### src/rtl/bsg_fifo_1r1w_rolly_replay.sv
// 1r1w FIFO with transactional pointers on both sides.
//
// Write side: enqueues stay speculative until w_commit_i. w_drop_i discards every
// uncommitted write. Read side: dequeues stay speculative until r_release_i.
// r_rewind_i replays every unreleased entry.
//
// Ports:
//   clk_i, reset_i        clock, synchronous active-high reset
//   data_i, v_i, ready_o  write data / valid / space available
//   w_commit_i, w_drop_i  commit / discard speculative writes (incl. same-cycle enq)
//   data_o, v_o, yumi_i   head data at speculative read pointer / valid / dequeue
//   r_release_i           release dequeued entries (incl. same-cycle yumi)
//   r_rewind_i            move read pointer back to the last release point
//   free_els_o            writable slots: els - (wptr - rcptr)
//   commit_els_o          committed entries not yet dequeued: wcptr - rptr
module bsg_fifo_1r1w_rolly_replay #(
  parameter int unsigned width_p            = 8,
  parameter int unsigned lg_size_p          = 2,
  parameter bit          ready_THEN_valid_p = 1'b0
) (
  input  logic                 clk_i,
  input  logic                 reset_i,

  input  logic [width_p-1:0]   data_i,
  input  logic                 v_i,
  output logic                 ready_o,
  input  logic                 w_commit_i,
  input  logic                 w_drop_i,

  output logic [width_p-1:0]   data_o,
  output logic                 v_o,
  input  logic                 yumi_i,
  input  logic                 r_release_i,
  input  logic                 r_rewind_i,

  output logic [lg_size_p:0]   free_els_o,
  output logic [lg_size_p:0]   commit_els_o
);

  localparam int unsigned Els = 1 << lg_size_p;

  typedef logic [lg_size_p:0] ptr_t;

  localparam ptr_t ElsPtr = ptr_t'(Els);

  // MSB of each pointer is the wrap bit; low bits address the array.
  ptr_t wptr_q, wptr_d;
  ptr_t wcptr_q, wcptr_d;
  ptr_t rptr_q, rptr_d;
  ptr_t rcptr_q, rcptr_d;

  logic [width_p-1:0] mem_q [Els];

  logic full, empty, enq;
  ptr_t wptr_inc, rptr_inc, occupied;

  always_comb begin
    // Occupancy counts from rcptr so rewound-but-unreleased entries keep their slots.
    occupied = wptr_q - rcptr_q;
    full     = (occupied == ElsPtr);
    empty    = (rptr_q == wcptr_q);
    enq      = ready_THEN_valid_p ? v_i : (v_i & ~full);

    wptr_inc = wptr_q + ptr_t'(enq);
    rptr_inc = rptr_q + ptr_t'(yumi_i);

    wptr_d  = w_drop_i   ? wcptr_q  : wptr_inc;
    wcptr_d = w_commit_i ? wptr_inc : wcptr_q;

    // Release wins over rewind: both pointers land on the same spot (no-op replay).
    rcptr_d = r_release_i ? rptr_inc : rcptr_q;
    if (r_release_i) begin
      rptr_d = rptr_inc;
    end else if (r_rewind_i) begin
      rptr_d = rcptr_q;
    end else begin
      rptr_d = rptr_inc;
    end
  end

  always_ff @(posedge clk_i) begin
    if (reset_i) begin
      wptr_q  <= '0;
      wcptr_q <= '0;
      rptr_q  <= '0;
      rcptr_q <= '0;
    end else begin
      wptr_q  <= wptr_d;
      wcptr_q <= wcptr_d;
      rptr_q  <= rptr_d;
      rcptr_q <= rcptr_d;
    end
  end

  // A write that is dropped in the same cycle lands past wcptr and is never read.
  always_ff @(posedge clk_i) begin
    if (enq) begin
      mem_q[wptr_q[lg_size_p-1:0]] <= data_i;
    end
  end

  assign ready_o      = ~full;
  assign v_o          = ~empty;
  assign data_o       = mem_q[rptr_q[lg_size_p-1:0]];
  assign free_els_o   = ElsPtr - occupied;
  assign commit_els_o = wcptr_q - rptr_q;

`ifndef SYNTHESIS
  a_commit_drop: assert property (@(posedge clk_i) disable iff (reset_i)
    !(w_commit_i && w_drop_i))
    else $error("w_commit_i and w_drop_i asserted together");

  a_yumi_valid: assert property (@(posedge clk_i) disable iff (reset_i)
    !(yumi_i && !v_o))
    else $error("yumi_i asserted while v_o is low");

  a_ready_valid: assert property (@(posedge clk_i) disable iff (reset_i)
    !(ready_THEN_valid_p && v_i && !ready_o))
    else $error("v_i asserted while ready_o is low");
`endif

endmodule

### config.mk
export PLATFORM = sky130hd
export DESIGN_NAME = bsg_fifo_1r1w_rolly_replay
export DESIGN_NICKNAME = d
export VERILOG_FILES = /design/src/rtl/bsg_fifo_1r1w_rolly_replay.sv
export SDC_FILE = /design/constraint.sdc
export NUM_CORES = 1
export LEC_CHECK = 0
export CELL_PAD_IN_SITES_DETAIL_PLACEMENT = 0
export CELL_PAD_IN_SITES_GLOBAL_PLACEMENT = 2
export CORE_UTILIZATION = 40
export CTS_CLUSTER_DIAMETER = 100
export CTS_CLUSTER_SIZE = 10
export DETAILED_ROUTE_END_ITERATION = 8
export PLACE_DENSITY = 0.86
export SLEW_MARGIN = 20
export SYNTH_ARGS = -nofsm -noshare
export SYNTH_HDL_FRONTEND = slang
export SYNTH_SLANG_ARGS = --single-unit
### constraint.sdc
create_clock -name clk_i -period 4.7 [get_ports clk_i]
set_clock_uncertainty 0.05 [all_clocks]
set_input_delay 1.175 -clock clk_i [delete_from_list [all_inputs] [get_ports clk_i]]
set_output_delay 1.175 -clock clk_i [all_outputs]
set_load 0.01 [all_outputs]
# Yosys cells after proc, flatten, opt, wreduce, memory -nomap -nowiden
# Memories as Yosys holds them, arrays and structs flattened. A register that Yosys moved wholly into a read port is not among the register bits.
# Cells that the tools add are included.
# W data, S select, Z words.
# op_classes
n_addsub,5
eq_ne,2
mux,6
bitwise_logic,3
# ops
op,count
$mux W3,3
$add A3 B1 Y3,2
$sub A3 B3 Y3,2
$eq A3 B3 Y1,1
$eq A3 B3 Y1 const B,1
$sub A3 B3 Y3 const A,1
$mux W1,2
$mux W2,1
$not A1 Y1,2
$and A1 B1 Y1,1
# totals
ff_bits,12
mem_bits_rw,32
inputBits,16
output_inout_bits,16
elab_cells,21
memories,1
# mem_list
name,depth,width,rd,rd_clocked_by_memory_dff,wr,line_no,rtl
mem_q,4,8,1,1,1,52,logic [width_p-1:0] mem_q [Els];

# Logic depth before layout (Yosys ltp)
# Gate-level depths: netlist of the first run.
# depth
word_depth,6
depth_mapped,12
mapped_depth_nobuf,12

# Worst setup path before layout of the first run
# OpenSTA, ideal clock, no wires.
# synth_timing
path_kind,register to output
from,reg wptr_q[0]
to,out free_els_o[2]
t_arrival_ns,1.520
required_ns,3.475
setup_slack_ns,1.955
stages_incl_launch_ff,7
path_buffers,0
path_cell_list,dfxtp_1 inv_1 ha_1 fa_1 xnor2_1 xnor2_1 ha_1
# synth_via
elab_chain_cells,2
# synth_lines
item,line_no,rtl
from (decl),47,"ptr_t wptr_q, wptr_d;"
from (signal assigned),88,wptr_q <= wptr_d;
$sub A3 B3 Y3,59,occupied = wptr_q - rcptr_q;
$sub A3 B3 Y3,105,assign free_els_o = ElsPtr - occupied;
to (decl),36,"output logic [lg_size_p:0] free_els_o,"
# No other way between the ends.

# Worst setup path after layout of the first run
# Same ends and word-level chain as after synthesis.

==> metrics.txt, run 1 <==
# TYPE chip_impl_metric gauge
chip_impl_info{name="run_status",value="complete, no violations"} 1
chip_impl_info{name="cell_at_the_root_of_the_clock_tree",value="sky130_fd_sc_hd__clkbuf_8"} 1
chip_impl_metric{name="fillCellCount",unit=""} 361
chip_impl_metric{name="final_cell_area",unit="mm²"} 0.00228
chip_impl_metric{name="dp_slack",unit="ps"} 1410
chip_impl_info{name="hold_path_class",value="reg -> reg"} 1
chip_impl_info{name="rsz0062_at_grt",value="no"} 1
chip_impl_metric{name="vdd_drop_max",unit="mV"} 0.153
chip_impl_metric{name="ff2ff_setup_slack",unit="ps"} 1770
chip_impl_metric{name="htree_levels",unit=""} 2
chip_impl_metric{name="worst-path-max-fanout",unit=""} 3
chip_impl_metric{name="cp.buffers_inverters",unit=""} 2
chip_impl_metric{name="seq_area_frac_synth",unit="%"} 65.1
chip_impl_info{name="timing.rr.start",value="wptr_q[0]$_SDFF_PP0_"} 1
chip_impl_metric{name="place.gp.congestion",unit=""} 0.735
chip_impl_metric{name="finalHoldViolCount",unit=""} 0
chip_impl_metric{name="cp_data_arrival_time",unit="ps"} 2400
chip_impl_metric{name="maxClockFrequency",unit="MHz"} 276
chip_impl_metric{name="post_synth_inst_count",unit=""} 113
chip_impl_info{name="hold_start",value="wcptr_q[0]$_SDFFE_PP0P_"} 1
chip_impl_metric{name="cpPeakStageDelay",unit="ps"} 520
chip_impl_metric{name="placementRows",unit=""} 24
chip_impl_metric{name="sink_count_of_the_clock_tree",unit=""} 44
chip_impl_metric{name="fraction_of_final_layout_cells_with_drive_strength_greater_than_1",unit="%"} 10.1
chip_impl_metric{name="total_detailed_routing_wirelength",unit="mm"} 3.30
chip_impl_metric{name="cts.hold.buffers_added",unit=""} 0
chip_impl_metric{name="avgViaCountPerCell",unit=""} 4.97
chip_impl_metric{name="drv_slew",unit=""} 0
chip_impl_metric{name="p_leak",unit="nW"} 0.846
chip_impl_info{name="yosys-top-cells-area",value="sky130_fd_sc_hd__edfxtp_1 (52%), sky130_fd_sc_hd__dfxtp_1 (13%), sky130_fd_sc_hd__mux4_2 (9.8%)"} 1
chip_impl_metric{name="final_critical_path_setup_slack",unit="ps"} 1080
chip_impl_metric{name="die_y",unit="µm"} 69.9
chip_impl_metric{name="fin_nets",unit=""} 175
chip_impl_metric{name="cap_violations",unit=""} 0
chip_impl_metric{name="grt_antenna_before_repair",unit=""} 0
chip_impl_metric{name="routed-via-count",unit=""} 999
chip_impl_metric{name="yosys_register_bits",unit=""} 44
chip_impl_info{name="crit_top_cell",value="sky130_fd_sc_hd__ha_1"} 1
chip_impl_metric{name="post-route-drc-count",unit=""} 0
chip_impl_info{name="critical_path_endpoint",value="free_els_o[2]"} 1
chip_impl_metric{name="grt_start_max_net_pins",unit=""} 14
chip_impl_metric{name="core_region_area",unit="mm²"} 0.00438
chip_impl_metric{name="grt_pass1_wl",unit="mm"} 5.54
chip_impl_metric{name="yosysWarningCount",unit=""} 0
chip_impl_metric{name="finalHoldWorstSlack",unit="ps"} 502
chip_impl_info{name="critPathLaunch",value="wptr_q[0]$_SDFF_PP0_"} 1
chip_impl_metric{name="maxSlewHeadroom",unit="%"} 46.1
chip_impl_metric{name="input_output_buffers",unit=""} 31
chip_impl_metric{name="clk_pin_slew_worst_paths",unit="ps"} 70
chip_impl_metric{name="max_slew.worst_pin.slew",unit="ps"} 805
chip_impl_metric{name="dieArea",unit="mm²"} 0.00489
chip_impl_metric{name="detail-route-antenna-nets",unit=""} 0
chip_impl_metric{name="total_power",unit="mW"} 0.861
chip_impl_metric{name="final.setup.tns",unit="ps"} 0
chip_impl_info{name="cp_cell_sequence",value="inv_1 > ha_1 > fa_1 > ha_1 > ha_1 > clkdlybuf4s50_1"} 1
chip_impl_info{name="synth.largest_area_cell",value="sky130_fd_sc_hd__edfxtp_1"} 1
chip_impl_metric{name="layout-area-overhead-vs-synth",unit="%"} 23.7
chip_impl_metric{name="post_cts_resize_count",unit=""} 0
chip_impl_metric{name="final_period_minus_worst_setup_slack",unit="ps"} 3620
chip_impl_metric{name="total_cts_buffers",unit=""} 5
chip_impl_metric{name="globalRoute.totalOverflow",unit=""} 0
chip_impl_metric{name="post-route-period-util",unit="%"} 77.0
chip_impl_metric{name="syn-num-nets",unit=""} 140
chip_impl_metric{name="number_of_optimization_iterations_in_the_first_detailed_route_pass",unit=""} 3
chip_impl_metric{name="finalSetupViolations",unit=""} 0
chip_impl_metric{name="clock_latency",unit="ps"} 300
chip_impl_metric{name="number_of_global_route_vias_before_repair",unit=""} 1112
chip_impl_metric{name="post-dp-hpwl",unit="mm"} 2.38
chip_impl_metric{name="clk_path_buf_depth",unit=""} 2
chip_impl_metric{name="synthDominantCellAreaShare",unit="%"} 52.1
chip_impl_metric{name="worstRegToRegCells",unit=""} 8
chip_impl_metric{name="p_per_area",unit="mW/mm²"} 378
chip_impl_metric{name="starting_density_of_the_core",unit="%"} 42.1
chip_impl_metric{name="place_area",unit="mm²"} 0.00220
chip_impl_metric{name="grt_usage",unit="%"} 15.4
chip_impl_info{name="worstSetupStartpointType",value="register"} 1
chip_impl_info{name="crit_family",value="adder cells"} 1
chip_impl_metric{name="number_of_diodes",unit=""} 0
chip_impl_metric{name="dieWidth",unit="µm"} 69.9
chip_impl_metric{name="syn_avg_cell_area",unit="µm²"} 16.3
chip_impl_metric{name="synthDistinctLibCells",unit=""} 19
chip_impl_metric{name="synthesis.area",unit="mm²"} 0.00184
chip_impl_metric{name="post_cts_setup_buffers",unit=""} 0
chip_impl_metric{name="timing.critical_path.required",unit="ps"} 3470
chip_impl_info{name="timing_worst_setup_path_type",value="reg -> out"} 1
chip_impl_info{name="critical_path.endpoint_type",value="output pin"} 1
chip_impl_info{name="r2r-end",value="mem_q[3][4]$_DFFE_PP_"} 1
chip_impl_metric{name="io-pin-count",unit=""} 32
chip_impl_metric{name="drtIter0Drc",unit=""} 88
chip_impl_metric{name="wl_per_cell",unit="µm"} 16.4
chip_impl_metric{name="crit_cells",unit=""} 6
chip_impl_info{name="clock_tree_from_tritoncts",value="done"} 1
chip_impl_info{name="critical_path.slowest_cell",value="sky130_fd_sc_hd__clkdlybuf4s50_1"} 1
[placed cells by master (no fill, tap or decap), types with 2 or more instances in the layout]
| cell | instances |
|---|---|
| sky130_fd_sc_hd__clkbuf_8 | 5 |
| sky130_fd_sc_hd__fa_1 | 2 |
| sky130_fd_sc_hd__inv_1 | 9 |
| sky130_fd_sc_hd__and3_1 | 2 |
| sky130_fd_sc_hd__ha_1 | 9 |
| sky130_fd_sc_hd__xnor2_1 | 5 |
| sky130_fd_sc_hd__clkbuf_1 | 2 |
| sky130_fd_sc_hd__nor2_1 | 14 |
| sky130_fd_sc_hd__clkdlybuf4s50_1 | 31 |
| sky130_fd_sc_hd__dfxtp_1 | 12 |
| sky130_fd_sc_hd__mux2i_1 | 10 |
| sky130_fd_sc_hd__a211oi_1 | 2 |
| sky130_fd_sc_hd__mux4_2 | 8 |
| sky130_fd_sc_hd__edfxtp_1 | 32 |
[power breakdown]
group,internal (mW),switching [mW]
clock network,0.104,0.121
registers,0.439,0.0157
logic,0.107,0.0744
[worst min path at each step]
stage | endpoint | slack, ps | cells past startpoint
2_1_floorplan | wcptr_q[0]$_SDFFE_PP0P_ | 430 | 2
3_3_place_gp | wcptr_q[0]$_SDFFE_PP0P_ | 450 | 2
3_5_place_dp | wptr_q[0]$_SDFF_PP0_ | 490 | 2
4_1_cts | wptr_q[0]$_SDFF_PP0_ | 500 | 2
5_1_grt | rcptr_q[2]$_SDFFE_PP0P_ | 540 | 2
6_report | wptr_q[0]$_SDFF_PP0_ | 500 | 2
[routing by layer]
layer | track usage [%] | routed length [µm]
met5 | 0 | 0
met4 | 6.00 | 55
met3 | 5.34 | 172
met2 | 24.7 | 1620
met1 | 19.3 | 1450
[final cells by class]
| class | instances | area (µm²) | share of cell area, % |
|---|---|---|---|
| clock buffers | 7 | 76.3 | 3.35 |
| clock inverters | 1 | 5.00 | 0.219 |
| inverters | 9 | 33.8 | 1.48 |
| multi-input cells | 57 | 589 | 25.8 |
| flip-flops and latches | 44 | 1200 | 52.7 |
| well taps | 52 | 65.1 | 2.85 |
| repair buffers | 31 | 310 | 13.6 |
[worst register-to-register path: stages, from the launching register on]
cell and delay (ps):
sky130_fd_sc_hd__dfxtp_1 380, sky130_fd_sc_hd__inv_1 80, sky130_fd_sc_hd__ha_1 210, sky130_fd_sc_hd__fa_1 450, sky130_fd_sc_hd__ha_1 200, sky130_fd_sc_hd__ha_1 210, sky130_fd_sc_hd__nor2b_1 250, sky130_fd_sc_hd__nand2_1 130
sky130_fd_sc_hd__nor2_1 630
[cell families (layout without fill, tap and decap cells)]
logic type | count (synthesis) | after routing | synth area share [%]
flip-flops | 44 | 44 | 65.1
AND/OR/NAND/NOR | 20 | 20 | 4.82
multiplexers | 18 | 18 | 15.2
buffers and inverters | 12 | 48 | 2.92
adder cells (fa/ha/maj) | 11 | 11 | 8.28
XOR/XNOR | 6 | 6 | 2.85
AO/OA/AOI/OAI | 2 | 2 | 0.814
[state kept, by name, summed over array words and instances (netlist names)]
name / count
mem_q: 32
rcptr_q: 3
rptr_q: 3
wcptr_q: 3
wptr_q: 3
[synth_stat cells, drive strengths merged]
library cell  count
a211oi            2
and3              2
buf               2
clkbuf            1
dfxtp            12
edfxtp           32
fa                2
ha                9
inv               9
mux2i            10
mux4              8
nand2             1
nand2b            1
nand3             1
nor2             14
nor2b             1
xnor2             5
xor2              1
[through the flow]
stage | utilization, % | instances
floorplan | - | 113
global route | 52.0 | 201
finish | 52.0 | 201
CTS | 52.0 | 201
detailed placement | 50.2 | 193
global placement | 50.2 | 193
Power figures use the tool's default switching activity.
==> run 2, diff against run 1 <==
--- a/config.mk
+++ b/config.mk
@@ -7,11 +7,11 @@
 export LEC_CHECK = 0
 export CELL_PAD_IN_SITES_DETAIL_PLACEMENT = 0
 export CELL_PAD_IN_SITES_GLOBAL_PLACEMENT = 2
-export CORE_UTILIZATION = 40
+export CORE_UTILIZATION = 37
 export CTS_CLUSTER_DIAMETER = 100
 export CTS_CLUSTER_SIZE = 10
 export DETAILED_ROUTE_END_ITERATION = 8
-export PLACE_DENSITY = 0.86
+export PLACE_DENSITY = 0.8
 export SLEW_MARGIN = 20
 export SYNTH_ARGS = -nofsm -noshare
 export SYNTH_HDL_FRONTEND = slang
==> constraint.sdc (replaced) <==
create_clock -name clk_i -period 3.7 [get_ports clk_i]
set_clock_uncertainty 0.05 [all_clocks]
set_input_delay 0.925 -clock clk_i [delete_from_list [all_inputs] [get_ports clk_i]]
set_output_delay 0.925 -clock clk_i [all_outputs]
set_load 0.01 [all_outputs]
==> metrics.txt, run 2 (synthesized netlist as in run 1, its figures left out) <==
# TYPE chip_impl_metric gauge
chip_impl_metric{name="grt_antenna_before_repair",unit=""} 0
chip_impl_info{name="run_status",value="complete, no violations"} 1
chip_impl_metric{name="globalRoute.totalOverflow",unit=""} 0
chip_impl_metric{name="total_cts_buffers",unit=""} 5
chip_impl_metric{name="max_slew.worst_pin.slew",unit="ps"} 454
chip_impl_info{name="hold_path_class",value="reg -> reg"} 1
chip_impl_metric{name="drv_slew",unit=""} 0
chip_impl_metric{name="final_critical_path_setup_slack",unit="ps"} 328
chip_impl_metric{name="dieArea",unit="mm²"} 0.00527
chip_impl_metric{name="cpPeakStageDelay",unit="ps"} 530
chip_impl_metric{name="starting_density_of_the_core",unit="%"} 38.8
chip_impl_metric{name="total_detailed_routing_wirelength",unit="mm"} 3.30
chip_impl_metric{name="post_cts_resize_count",unit=""} 0
chip_impl_metric{name="post-dp-hpwl",unit="mm"} 2.36
chip_impl_metric{name="layout-area-overhead-vs-synth",unit="%"} 27.7
chip_impl_metric{name="cp_data_arrival_time",unit="ps"} 2400
chip_impl_info{name="critical_path.endpoint_type",value="output pin"} 1
chip_impl_metric{name="final.setup.tns",unit="ps"} 0
chip_impl_metric{name="worst-path-max-fanout",unit=""} 3
chip_impl_metric{name="avgViaCountPerCell",unit=""} 4.63
chip_impl_metric{name="grt_start_max_net_pins",unit=""} 14
chip_impl_metric{name="finalHoldViolCount",unit=""} 0
chip_impl_metric{name="routed-wl-met3",unit="µm"} 150
chip_impl_metric{name="final_period_minus_worst_setup_slack",unit="ps"} 3370
chip_impl_metric{name="placementRows",unit=""} 25
chip_impl_metric{name="routed-via-count",unit=""} 1019
chip_impl_metric{name="drtIter0Drc",unit=""} 49
chip_impl_metric{name="place_area",unit="mm²"} 0.00225
chip_impl_metric{name="p_per_area",unit="mW/mm²"} 496
chip_impl_metric{name="maxClockFrequency",unit="MHz"} 297
chip_impl_metric{name="input_output_buffers",unit=""} 31
chip_impl_metric{name="fraction_of_final_layout_cells_with_drive_strength_greater_than_1",unit="%"} 13.1
chip_impl_metric{name="grt_usage",unit="%"} 14.5
chip_impl_metric{name="final_cell_area",unit="mm²"} 0.00236
chip_impl_metric{name="p_leak",unit="nW"} 0.880
chip_impl_info{name="worstSetupStartpointType",value="register"} 1
chip_impl_metric{name="number_of_diodes",unit=""} 0
chip_impl_metric{name="power_frac_clock",unit="%"} 30.6
chip_impl_metric{name="number_of_optimization_iterations_in_the_first_detailed_route_pass",unit=""} 4
chip_impl_metric{name="wl_per_cell",unit="µm"} 15.0
chip_impl_metric{name="grt_pass1_wl",unit="mm"} 5.42
chip_impl_metric{name="cap_violations",unit=""} 0
chip_impl_metric{name="number_of_global_route_vias_before_repair",unit=""} 1113
chip_impl_metric{name="post-route-drc-count",unit=""} 0
chip_impl_metric{name="post-route-period-util",unit="%"} 91.1
chip_impl_metric{name="place.gp.congestion",unit=""} 0.792
chip_impl_info{name="cp_cell_sequence",value="inv_1 > ha_1 > fa_1 > xnor2_1 > xnor2_1 > ha_1 > clkdlybuf4s50_1"} 1
chip_impl_info{name="route.top_layer_used",value="met4"} 1
chip_impl_metric{name="dieWidth",unit="µm"} 72.6
chip_impl_metric{name="vdd_drop_max",unit="mV"} 0.260
chip_impl_info{name="mostFrequentLayoutCells",value="sky130_fd_sc_hd__edfxtp_1 (32), sky130_fd_sc_hd__clkdlybuf4s50_1 (31), sky130_fd_sc_hd__nor2_1 (14)"} 1
chip_impl_metric{name="dp_slack",unit="ps"} 653
chip_impl_metric{name="netSwitchingFraction",unit="%"} 23.3
chip_impl_metric{name="total_power",unit="mW"} 1.17
chip_impl_metric{name="post_cts_setup_buffers",unit=""} 0
chip_impl_info{name="clock_tree_from_tritoncts",value="done"} 1
chip_impl_metric{name="p_sw",unit="mW"} 0.272
chip_impl_metric{name="timing.critical_path.required",unit="ps"} 2720
chip_impl_metric{name="io-pin-count",unit=""} 32
chip_impl_metric{name="power.share.combinational",unit="%"} 20.7
chip_impl_metric{name="clk_pin_slew_worst_paths",unit="ps"} 80
chip_impl_metric{name="clk_path_buf_depth",unit=""} 2
chip_impl_metric{name="sink_count_of_the_clock_tree",unit=""} 44
chip_impl_metric{name="finalSetupViolations",unit=""} 0
chip_impl_metric{name="fin_nets",unit=""} 179
chip_impl_metric{name="core_region_area",unit="mm²"} 0.00475
chip_impl_metric{name="clock_latency",unit="ps"} 290
chip_impl_metric{name="finalHoldWorstSlack",unit="ps"} 490
chip_impl_metric{name="cp.buffers_inverters",unit=""} 2
chip_impl_info{name="critical_path.slowest_cell",value="sky130_fd_sc_hd__clkdlybuf4s50_1"} 1
chip_impl_metric{name="cts.hold.buffers_added",unit=""} 0
chip_impl_info{name="crit_family",value="adder cells"} 1
chip_impl_metric{name="final-instance-count-excl-fill",unit=""} 220
chip_impl_metric{name="detail-route-antenna-nets",unit=""} 0
chip_impl_info{name="cell_at_the_root_of_the_clock_tree",value="sky130_fd_sc_hd__clkbuf_8"} 1
chip_impl_metric{name="internal_power",unit="mW"} 0.897
chip_impl_metric{name="seqPwrFrac",unit="%"} 48.8
chip_impl_metric{name="met1Wirelength",unit="mm"} 1.45
chip_impl_metric{name="maxSlewHeadroom",unit="%"} 69.6
chip_impl_metric{name="die_y",unit="µm"} 72.6
chip_impl_metric{name="numPlacedInstances",unit=""} 212
chip_impl_info{name="timing_worst_setup_path_type",value="reg -> out"} 1
chip_impl_metric{name="largest_register_ff_count",unit=""} 32
chip_impl_info{name="rsz0062_at_grt",value="no"} 1
chip_impl_info{name="final_common_cell",value="sky130_fd_sc_hd__edfxtp_1"} 1
chip_impl_metric{name="met2RoutedLength",unit="mm"} 1.64
chip_impl_metric{name="finalCoreUtilization",unit="%"} 49.6
chip_impl_metric{name="htree_levels",unit=""} 2
run 2: routing by layer:
layer	up-vias	GRT usage, %
met2	28	24.3
met3	8	3.31
met5	-	0
met1	493	17.5
met4	0	7.19
li1	490	-
run 2: worst register-to-register path, delay by kind of cell, from the launching register on:
family | cells | cell delay (ps)
and+or+nand+nor | 2 | 690
DFF | 1 | 360
adders and majority gates | 4 | 1070
buffers and inverters | 1 | 70
run 2: layout make-up:
cell class                 count  area [µm²]
fill                         420        2400
sequential                    44        1200
multi-input combinational     57         589
timing repair buffer          35         340
tap                           67        83.8
clock buffer                   6        72.6
clock inverter                 2        35.0
inverter                       9        33.8
run 2: power by group through the flow:
stage	clock [mW]	combinational, mW	sequential (mW)
final	0.357	0.242	0.570
after global routing	0.379	0.267	0.573
after CTS	0.366	0.248	0.571
after detailed placement	0	0.246	0.582
after global placement	0	0.242	0.580
after floorplan	0	0.124	0.577
run 2: path summary, 6_finish.rpt:
path / startpoint / end / slack (ps) / cells past startpoint
hold reg to reg: rcptr_q[0]$_SDFFE_PP0P_ / rcptr_q[0]$_SDFFE_PP0P_ / 490 / 2
hold / removal: rcptr_q[0]$_SDFFE_PP0P_ / rcptr_q[0]$_SDFFE_PP0P_ / 490 / 2
setup reg to reg: wptr_q[0]$_SDFF_PP0_ / mem_q[2][0]$_DFFE_PP_ / 1100 / 7
setup / recovery: wptr_q[0]$_SDFF_PP0_ / free_els_o[2] / 330 / 7
==> run 3, diff against run 2 <==
--- a/config.mk
+++ b/config.mk
@@ -7,11 +7,13 @@
 export LEC_CHECK = 0
 export CELL_PAD_IN_SITES_DETAIL_PLACEMENT = 0
 export CELL_PAD_IN_SITES_GLOBAL_PLACEMENT = 2
+export CORE_MARGIN = 3
 export CORE_UTILIZATION = 37
 export CTS_CLUSTER_DIAMETER = 100
 export CTS_CLUSTER_SIZE = 10
 export DETAILED_ROUTE_END_ITERATION = 8
 export PLACE_DENSITY = 0.8
+export SETUP_SLACK_MARGIN = 0.15
 export SLEW_MARGIN = 20
 export SYNTH_ARGS = -nofsm -noshare
 export SYNTH_HDL_FRONTEND = slang
==> metrics.txt, run 3 (synthesized netlist as in run 1, its figures left out) <==
# TYPE chip_impl_metric gauge
chip_impl_metric{name="post_cts_resize_count",unit=""} 0
chip_impl_info{name="rsz0062_at_grt",value="no"} 1
chip_impl_metric{name="post-route-period-util",unit="%"} 91.4
chip_impl_metric{name="cpPeakStageDelay",unit="ps"} 540
chip_impl_metric{name="number_of_optimization_iterations_in_the_first_detailed_route_pass",unit=""} 4
chip_impl_metric{name="starting_density_of_the_core",unit="%"} 38.5
chip_impl_metric{name="detail-route-antenna-nets",unit=""} 0
chip_impl_metric{name="io-pin-count",unit=""} 32
chip_impl_metric{name="clk_pin_slew_worst_paths",unit="ps"} 70
chip_impl_info{name="mostFrequentLayoutCells",value="sky130_fd_sc_hd__edfxtp_1 (32), sky130_fd_sc_hd__clkdlybuf4s50_1 (31), sky130_fd_sc_hd__nor2_1 (14)"} 1
chip_impl_metric{name="grt_antenna_before_repair",unit=""} 0
chip_impl_info{name="clock_tree_from_tritoncts",value="done"} 1
chip_impl_metric{name="wl_per_cell",unit="µm"} 15.2
chip_impl_metric{name="maxSlewHeadroom",unit="%"} 67.4
chip_impl_metric{name="fraction_of_final_layout_cells_with_drive_strength_greater_than_1",unit="%"} 13.1
chip_impl_metric{name="total_detailed_routing_wirelength",unit="mm"} 3.34
chip_impl_metric{name="input_output_buffers",unit=""} 31
chip_impl_metric{name="routed-via-count",unit=""} 1006
chip_impl_metric{name="grt_usage",unit="%"} 12.3
chip_impl_metric{name="number_of_global_route_vias_before_repair",unit=""} 1044
chip_impl_metric{name="post-dp-hpwl",unit="mm"} 2.50
chip_impl_metric{name="clk_path_buf_depth",unit=""} 2
chip_impl_info{name="crit_family",value="adder cells"} 1
chip_impl_info{name="run_status",value="complete, no violations"} 1
chip_impl_metric{name="dp_slack",unit="ps"} 629
chip_impl_info{name="cell_at_the_root_of_the_clock_tree",value="sky130_fd_sc_hd__clkbuf_8"} 1
chip_impl_info{name="final_common_cell",value="sky130_fd_sc_hd__edfxtp_1"} 1
chip_impl_metric{name="number_of_diodes",unit=""} 0
chip_impl_info{name="worstSetupStartpointType",value="register"} 1
chip_impl_metric{name="die_y",unit="µm"} 76.6
chip_impl_metric{name="max_slew.worst_pin.slew",unit="ps"} 490
chip_impl_metric{name="vdd_drop_max",unit="mV"} 0.261
chip_impl_metric{name="sink_count_of_the_clock_tree",unit=""} 44
chip_impl_info{name="timing_worst_setup_path_type",value="reg -> out"} 1
chip_impl_metric{name="finalHoldViolCount",unit=""} 0
chip_impl_metric{name="grt_pass1_wl",unit="mm"} 5.42
chip_impl_metric{name="clock_latency",unit="ps"} 280
chip_impl_metric{name="cp_data_arrival_time",unit="ps"} 2410
chip_impl_metric{name="worst-path-max-fanout",unit=""} 3
chip_impl_metric{name="drtIter0Drc",unit=""} 49
chip_impl_metric{name="dieArea",unit="mm²"} 0.00587
chip_impl_metric{name="final.setup.tns",unit="ps"} 0
chip_impl_metric{name="drv_slew",unit=""} 0
chip_impl_metric{name="avgViaCountPerCell",unit=""} 4.57
chip_impl_metric{name="largest_register_ff_count",unit=""} 32
chip_impl_metric{name="fin_nets",unit=""} 179
chip_impl_metric{name="grt_start_max_net_pins",unit=""} 14
chip_impl_metric{name="cp.buffers_inverters",unit=""} 2
chip_impl_info{name="cp_cell_sequence",value="inv_1 > ha_1 > fa_1 > xnor2_1 > xnor2_1 > ha_1 > clkdlybuf4s50_1"} 1
chip_impl_metric{name="total_cts_buffers",unit=""} 5
chip_impl_metric{name="place.gp.congestion",unit=""} 0.766
chip_impl_metric{name="htree_levels",unit=""} 2
chip_impl_metric{name="cap_violations",unit=""} 0
chip_impl_info{name="critical_path.slowest_cell",value="sky130_fd_sc_hd__clkdlybuf4s50_1"} 1
chip_impl_metric{name="post-route-drc-count",unit=""} 0
chip_impl_metric{name="final_critical_path_setup_slack",unit="ps"} 318
chip_impl_metric{name="cts.hold.buffers_added",unit=""} 0
chip_impl_metric{name="core_region_area",unit="mm²"} 0.00479
chip_impl_info{name="critical_path.endpoint_type",value="output pin"} 1
chip_impl_metric{name="timing.critical_path.required",unit="ps"} 2720
chip_impl_metric{name="globalRoute.totalOverflow",unit=""} 0
chip_impl_metric{name="p_per_area",unit="mW/mm²"} 495
chip_impl_metric{name="maxClockFrequency",unit="MHz"} 296
chip_impl_metric{name="post_cts_setup_buffers",unit=""} 0
chip_impl_metric{name="dieWidth",unit="µm"} 76.6
chip_impl_metric{name="placementRows",unit=""} 25
chip_impl_metric{name="final_period_minus_worst_setup_slack",unit="ps"} 3380
chip_impl_metric{name="p_leak",unit="nW"} 0.880
chip_impl_metric{name="finalSetupViolations",unit=""} 0
chip_impl_info{name="hold_path_class",value="reg -> reg"} 1
chip_impl_metric{name="layout-area-overhead-vs-synth",unit="%"} 27.7
-- run 3: cell counts in the layout (fill, tap and decap cells not counted) --
No cell type changed its count.
-- run 3: final cells by class --
| class | count | area (µm²) |
|---|---|---|
| Multi-Input combinational cell | 57 | 589 |
| Sequential cell | 44 | 1200 |
| Tap cell | 67 | 83.8 |
| Timing Repair Buffer | 35 | 340 |
| Fill cell | 417 | 2430 |
| Inverter | 9 | 33.8 |
| Clock inverter | 2 | 35.0 |
| Clock buffer | 6 | 72.6 |
-- run 3: metrics by stage --
stage                     hold slack (ps)  utilization [%]  area, µm²  power [mW]  instances
final                                 491             49.2       2360        1.17        220
after global placement                472             47.0       2250       0.824        212
after detailed placement              480             47.0       2250       0.828        212
after floorplan                       433                -       1840       0.701        113
after CTS                             492             49.2       2360        1.18        220
after global routing                  529             49.2       2360        1.22        220
-- run 3: power by group --
part           leakage (nW)  switching (mW)  total [mW]  internal [mW]
Sequential            0.391          0.0125       0.570          0.558
Combinational         0.434           0.105       0.244          0.140
Clock                0.0552           0.151       0.352          0.200
Total                 0.880           0.269        1.17          0.897
-- run 3: worst register-to-register path: cells and delay by family (launching register included) --
kind / cells / cell delay (ps)
xor gates and xnor gates: 2 / 280
buffers and inverters: 1 / 70
adders and majority gates: 3 / 790
and+or+nand+nor: 2 / 740
DFF: 1 / 370
-- run 3: path summary, 6_finish.rpt --
path	startpoint	endpoint	slack [ps]	depth (start not counted)
max reg2reg	wptr_q[0]$_SDFF_PP0_	mem_q[0][2]$_DFFE_PP_	1060	8
min reg2reg	rcptr_q[2]$_SDFFE_PP0P_	rcptr_q[2]$_SDFFE_PP0P_	490	2
max	wptr_q[0]$_SDFF_PP0_	free_els_o[2]	320	7
min	rcptr_q[2]$_SDFFE_PP0P_	rcptr_q[2]$_SDFFE_PP0P_	490	2
-- run 3: metal layers --
metal | GRT usage [%] | vias to the layer above | share of wire (%)
met5 | 0 | - | 0
met1 | 15.8 | 486 | 46
li1 | - | 488 | -
met4 | 4.89 | 0 | 1.6
met2 | 19.6 | 27 | 48
met3 | 3.43 | 5 | 4.1
